File: src/rtl/product_bcd_converter.sv
// product_bcd_converter
//   Takes the signed product from the sequential multiplier when its Ready
//   level rises and turns the magnitude into packed BCD for the seven-segment
//   driver. It uses the shift-add-3 (double dabble) method and converts one
//   product bit per clock. The sign and the multiplier overflow flag are
//   carried along with the result. bcd/sign/ovf update only once a conversion
//   has finished, so the display never shows a partial value.
//
// Parameters
//   LENGTH  multiplier operand width; the product is 2*LENGTH bits wide
//   DIGITS  number of BCD digits; needs 10**DIGITS > 2**(2*LENGTH-1)
//
// Ports
//   clock        in   system clock, rising edge
//   reset        in   asynchronous, active-low reset
//   ready_in     in   multiplier Ready level; a 0->1 transition starts a conversion
//   product      in   signed two's-complement product (2*LENGTH bits)
//   overflow_in  in   multiplier overflow flag, sampled together with product
//   bcd          out  packed BCD magnitude; digit 0 (units) is bits [3:0]
//   sign         out  1 when the captured product was negative
//   ovf          out  overflow flag that belongs to the displayed result
//   busy         out  high from the capture edge until the result is delivered
//   done         out  one-cycle pulse when bcd/sign/ovf have just been updated
module product_bcd_converter #(
    parameter int LENGTH = 5,
    parameter int DIGITS = 4
) (
    input  logic                  clock,
    input  logic                  reset,
    input  logic                  ready_in,
    input  logic [2*LENGTH-1:0]   product,
    input  logic                  overflow_in,
    output logic [4*DIGITS-1:0]   bcd,
    output logic                  sign,
    output logic                  ovf,
    output logic                  busy,
    output logic                  done
);

    localparam int P_W    = 2 * LENGTH;
    localparam int B_W    = 4 * DIGITS;
    localparam int SHIFTS = P_W;
    localparam int CNT_W  = $clog2(SHIFTS + 1);
    localparam logic [CNT_W-1:0] CNT_LAST = CNT_W'(SHIFTS - 1);

    typedef enum logic [1:0] {
        IDLE  = 2'd0,
        SHIFT = 2'd1,
        DONE  = 2'd2
    } state_t;

    state_t             state;
    state_t             state_next;
    logic               ready_d;
    logic               start_ev;
    logic [P_W-1:0]     mag;
    logic [B_W-1:0]     bcd_acc;
    logic [B_W-1:0]     bcd_adj;
    logic [CNT_W-1:0]   cnt;
    logic               sign_r;
    logic               ovf_r;

    // Adds 3 to every BCD digit that is 5 or more. After the next left shift
    // that digit then carries correctly into the digit above it.
    function automatic logic [B_W-1:0] add3(input logic [B_W-1:0] v);
        logic [B_W-1:0] r;
        r = v;
        for (int i = 0; i < DIGITS; i++) begin
            if (v[4*i +: 4] >= 4'd5) begin
                r[4*i +: 4] = v[4*i +: 4] + 4'd3;
            end
        end
        return r;
    endfunction

    // Two's-complement magnitude. The result is treated as unsigned, so the
    // most negative product maps to 2**(P_W-1) with no overflow.
    function automatic logic [P_W-1:0] magnitude(input logic [P_W-1:0] p);
        return p[P_W-1] ? (~p + P_W'(1)) : p;
    endfunction

    assign start_ev = ready_in & ~ready_d;
    assign bcd_adj  = add3(bcd_acc);

    always_ff @(posedge clock or negedge reset) begin
        if (!reset) begin
            state <= IDLE;
        end else begin
            state <= state_next;
        end
    end

    // A start event is accepted only in IDLE. Rises during SHIFT or DONE are
    // dropped and are not held for later.
    always_comb begin
        state_next = state;
        case (state)
            IDLE:    if (start_ev) state_next = SHIFT;
            SHIFT:   if (cnt == CNT_LAST) state_next = DONE;
            DONE:    state_next = IDLE;
            default: state_next = IDLE;
        endcase
    end

    always_ff @(posedge clock or negedge reset) begin
        if (!reset) begin
            ready_d <= 1'b0;
            mag     <= '0;
            bcd_acc <= '0;
            cnt     <= '0;
            sign_r  <= 1'b0;
            ovf_r   <= 1'b0;
            bcd     <= '0;
            sign    <= 1'b0;
            ovf     <= 1'b0;
            busy    <= 1'b0;
            done    <= 1'b0;
        end else begin
            ready_d <= ready_in;
            done    <= 1'b0;
            case (state)
                IDLE: begin
                    if (start_ev) begin
                        mag     <= magnitude(product);
                        sign_r  <= product[P_W-1];
                        ovf_r   <= overflow_in;
                        bcd_acc <= '0;
                        cnt     <= '0;
                        busy    <= 1'b1;
                    end
                end
                SHIFT: begin
                    // {bcd_acc, mag} shifts left by one bit after the digit adjust.
                    bcd_acc <= {bcd_adj[B_W-2:0], mag[P_W-1]};
                    mag     <= {mag[P_W-2:0], 1'b0};
                    cnt     <= cnt + CNT_W'(1);
                end
                DONE: begin
                    bcd  <= bcd_acc;
                    sign <= sign_r;
                    ovf  <= ovf_r;
                    done <= 1'b1;
                    busy <= 1'b0;
                end
                default: ;
            endcase
        end
    end

endmodule

File: config.mk
export PLATFORM = sky130hd
export DESIGN_NAME = product_bcd_converter
export DESIGN_NICKNAME = d
export VERILOG_FILES = /design/src/rtl/product_bcd_converter.sv
export SDC_FILE = /design/constraint.sdc
export NUM_CORES = 1
export LEC_CHECK = 0
export ABC_AREA = 1
export CAP_MARGIN = 20
export CORE_MARGIN = 5
export CORE_UTILIZATION = 45
export CTS_CLUSTER_DIAMETER = 30
export DETAILED_ROUTE_END_ITERATION = 12
export GPL_TIMING_DRIVEN = 0
export PLACE_DENSITY = 0.67
export SLEW_MARGIN = 20
export SYNTH_ARGS = -nofsm -noshare
export SYNTH_HDL_FRONTEND = slang
export SYNTH_SLANG_ARGS = --single-unit
File: constraint.sdc
create_clock -name clock -period 1.3 [get_ports clock]
set_input_delay 0.325 -clock clock [delete_from_list [all_inputs] [get_ports clock]]
set_output_delay 0.325 -clock clock [all_outputs]
set_load 0.005 [all_outputs]
==> run metrics <==
Pins Over Slew Limit 0; insertion delay of the later-clocked pin in the worst-skew pair 310 ps; maximum clock frequency 749 MHz; transition time at the pin with the least slew margin 675 ps; total negative setup slack -35.9 ps; parity-gate share of the synthesized area counting xor and xnor cells 0.981%; number of hold violations in the final report 0; leftover overflow at the end of global routing 0; clock root buffer sky130_fd_sc_hd__clkbuf_8; critical path fanouts, max 5; power density normalized to cell area 2270 mW/mm²; final setup fails 1; die extent in y 87.2 µm; worst slack at placement -460 ps; number of diodes added for antenna fixing 0; Initial DRT Pass Iterations 4; class of the most critical hold timing path input port to asynchronous set/reset pin; RSZ-0062 raised after global routing yes; effective utilization at floorplan 45.8%; number of distinct library cells after synthesis 21; async set-reset flop share out of synthesis 100%; reported max-cap violation count 0; Yosys top cell area share 51.4%; placer's final routability congestion estimate 0.813; total clock sinks 55; post-layout net count 430; sequential cell area fraction in the yosys report 51.4%; synthesis-to-finish area growth 40.7%; Slew HR 55.0%; via count of the first global-routing pass 2232; maximum vdd ir drop 1.01 mV; Yosys warning count 0; most common cell in the netlist sky130_fd_sc_hd__nand2_1; area of all placed cells without fillers 0.00377 mm²; Synth area leaders sky130_fd_sc_hd__dfrtp_1 (51%), sky130_fd_sc_hd__nand2_1 (14%), sky130_fd_sc_hd__o21ai_0 (6.5%); post-route insts no fill 481; post-route ant nets 0; Die X 87.2 µm; Top-Level Pins 34; violated checks negative setup slack; Clock Path Buffers 2; detailed-route DRC error count 0; total placed cells including tap cells 437; Via-to-Cell Ratio 4.89; mapped cell area 0.00268 mm²; Clock Pin Slew Worst Setup and Hold Paths 100 ps; detailed-placement wirelength estimate 3.79 mm; WHS 48.0 ps; total CTS buffers 5; critical setup path kind register to register; endpoint required time on the critical path 1530 ps; number of buffers inserted by port buffering 33; post-route fraction of the period consumed by the critical path 103%; Main synth FF type sky130_fd_sc_hd__dfrtp_1; CTS tree built; portion of netlist area occupied by mux cells 0%; flops & latches, synth 55; post-detailed-route wirelength per cell 12.7 µm; number of hold buffers added after cts 0; Total Routing Usage GR 16.0%; largest family of logic cells by synthesized area simple AND/OR/NAND/NOR gates; instance area after placement 0.00310 mm²; Die Outline Area 0.00760 mm²; area share of fa/ha/maj cells after synthesis 5.14%; antenna violations before repair 0; Synth top cells by count sky130_fd_sc_hd__nand2_1 (101), sky130_fd_sc_hd__dfrtp_1 (55), sky130_fd_sc_hd__inv_1 (38), sky130_fd_sc_hd__o21ai_0 (35), sky130_fd_sc_hd__nand3_1 (30); maximum number of pins on one net before global-route repair 56; via count 2353; synthesized-area fraction occupied by ao, oa, aoi and oai cells 10.6%; maximum clock skew at final layout 8.34 ps; net count of the mapped netlist 354; per-instance average area after synthesis 8.14 µm²; post-synthesis instance total 329; Worst EP arrival 1560 ps; routed wire length 6.11 mm; share of cells above drive strength 1 27.6%; number of H-tree branching levels 2; Critical Path Sink Type register; post-layout minimum cycle time 1340 ps; row count 28; number of enable-type register cells in the synthesized netlist 0; element type at the critical path start register; drt first-iter violations 91; leakage power 1.91 nW; library cell with the largest summed area after synthesis sky130_fd_sc_hd__dfrtp_1; first-pass GRT wire length 9.66 mm; outcome finished, violations left; area inside the core boundary 0.00585 mm²; fraction of the mapped netlist area in simple logic gates 24.2%; smallest setup slack after layout -35.9 ps
==> repair_timing <==
action                     4_1_cts  5_1_grt
gates resized for setup         36       99
gates cloned                     0        1
setup endpoints to repair       65       60
buffers inserted                15       20
pin swaps                        2       11
==> worst max-delay path, cell delays in order (launching register included) <==
cell and delay [ps]:
sky130_fd_sc_hd__dfrtp_1 420, sky130_fd_sc_hd__buf_4 150, sky130_fd_sc_hd__ha_1 180, sky130_fd_sc_hd__nand2_1 80, sky130_fd_sc_hd__nand3_2 130, sky130_fd_sc_hd__nand2_2 120
sky130_fd_sc_hd__nand2_2 60, sky130_fd_sc_hd__o22ai_2 120
==> layout by cell type (no fill, tap or decap), drive strengths merged <==
cell	instances
clkdlybuf4s15	19
nand3b	2
o211ai	1
clkinv	1
or2	1
buf	41
clkdlybuf4s50	12
o22ai	6
xor2	3
a21oi	6
clkbuf	10
dlygate4sd2	1
o21ai	42
nand3	31
ha	11
nand2	103
dfrtp	55
clkinvlp	1
inv	43
nor2	17
==> path summary, 6_finish.rpt <==
check | start | to | slack (ps) | cells past startpoint
min in group clock | cnt[3] | cnt[3] | 480 | 1
worst max register to register | bcd_acc[0] | bcd_acc[1] | -40 | 7
worst min register to register | cnt[3] | cnt[3] | 480 | 1
max in group asynchronous | reset | state[0] | 780 | 1
worst min-delay path | reset | bcd[14] | 50 | 1
worst max-delay path | bcd_acc[0] | bcd_acc[1] | -40 | 7
==> power by group <==
part / switching [mW] / internal (mW) / total, mW
logic: 2.34 / 2.28 / 4.61
registers: 0.552 / 2.47 / 3.02
clock network: 0.553 / 0.378 / 0.931
total: 3.44 / 5.12 / 8.56
==> state kept, by name, summed over array words and instances, names as in the netlist <==
register,count
sign,1
state,2
mag,10
busy,1
ovf_r,1
cnt,4
done,1
bcd_acc,16
bcd,16
ready_d,1
sign_r,1
ovf,1
==> routing by layer <==
metal / track usage, % / up-vias / part of all wire (%)
li1: - / 1203 / -
met1: 19.6 / 1100 / 43
met2: 28.0 / 44 / 51
met3: 3.12 / 6 / 3.9
met4: 5.44 / 0 / 1.2
met5: 0 / - / 0
==> metrics by stage <==
stage / util, % / power (mW)
after CTS: 56.9 / 7.27
after global placement: 53.0 / 6.00
after global routing: 64.4 / 9.30
final: 64.4 / 8.56
after detailed placement: 53.0 / 6.13
after floorplan: - / 4.92
==> area by class of cell <==
class	instances	area, µm²
inverter	43	171
multi-input combinational	223	1340
timing repair buffer	69	626
tap	75	93.8
clock buffer	6	72.6
clock inverter	2	12.5
fill	478	2080
sequential	55	1380
buffer	8	76.3
==> cell families after synthesis <==
kind of cell	count (synthesis)
buffers and inverters	51
XOR/XNOR	3
AO/OA/AOI/OAI	55
AND/OR/NAND/NOR	154
adder cells (fa/ha/maj)	11
flip-flops	55
Power figures use the tool's default switching activity.
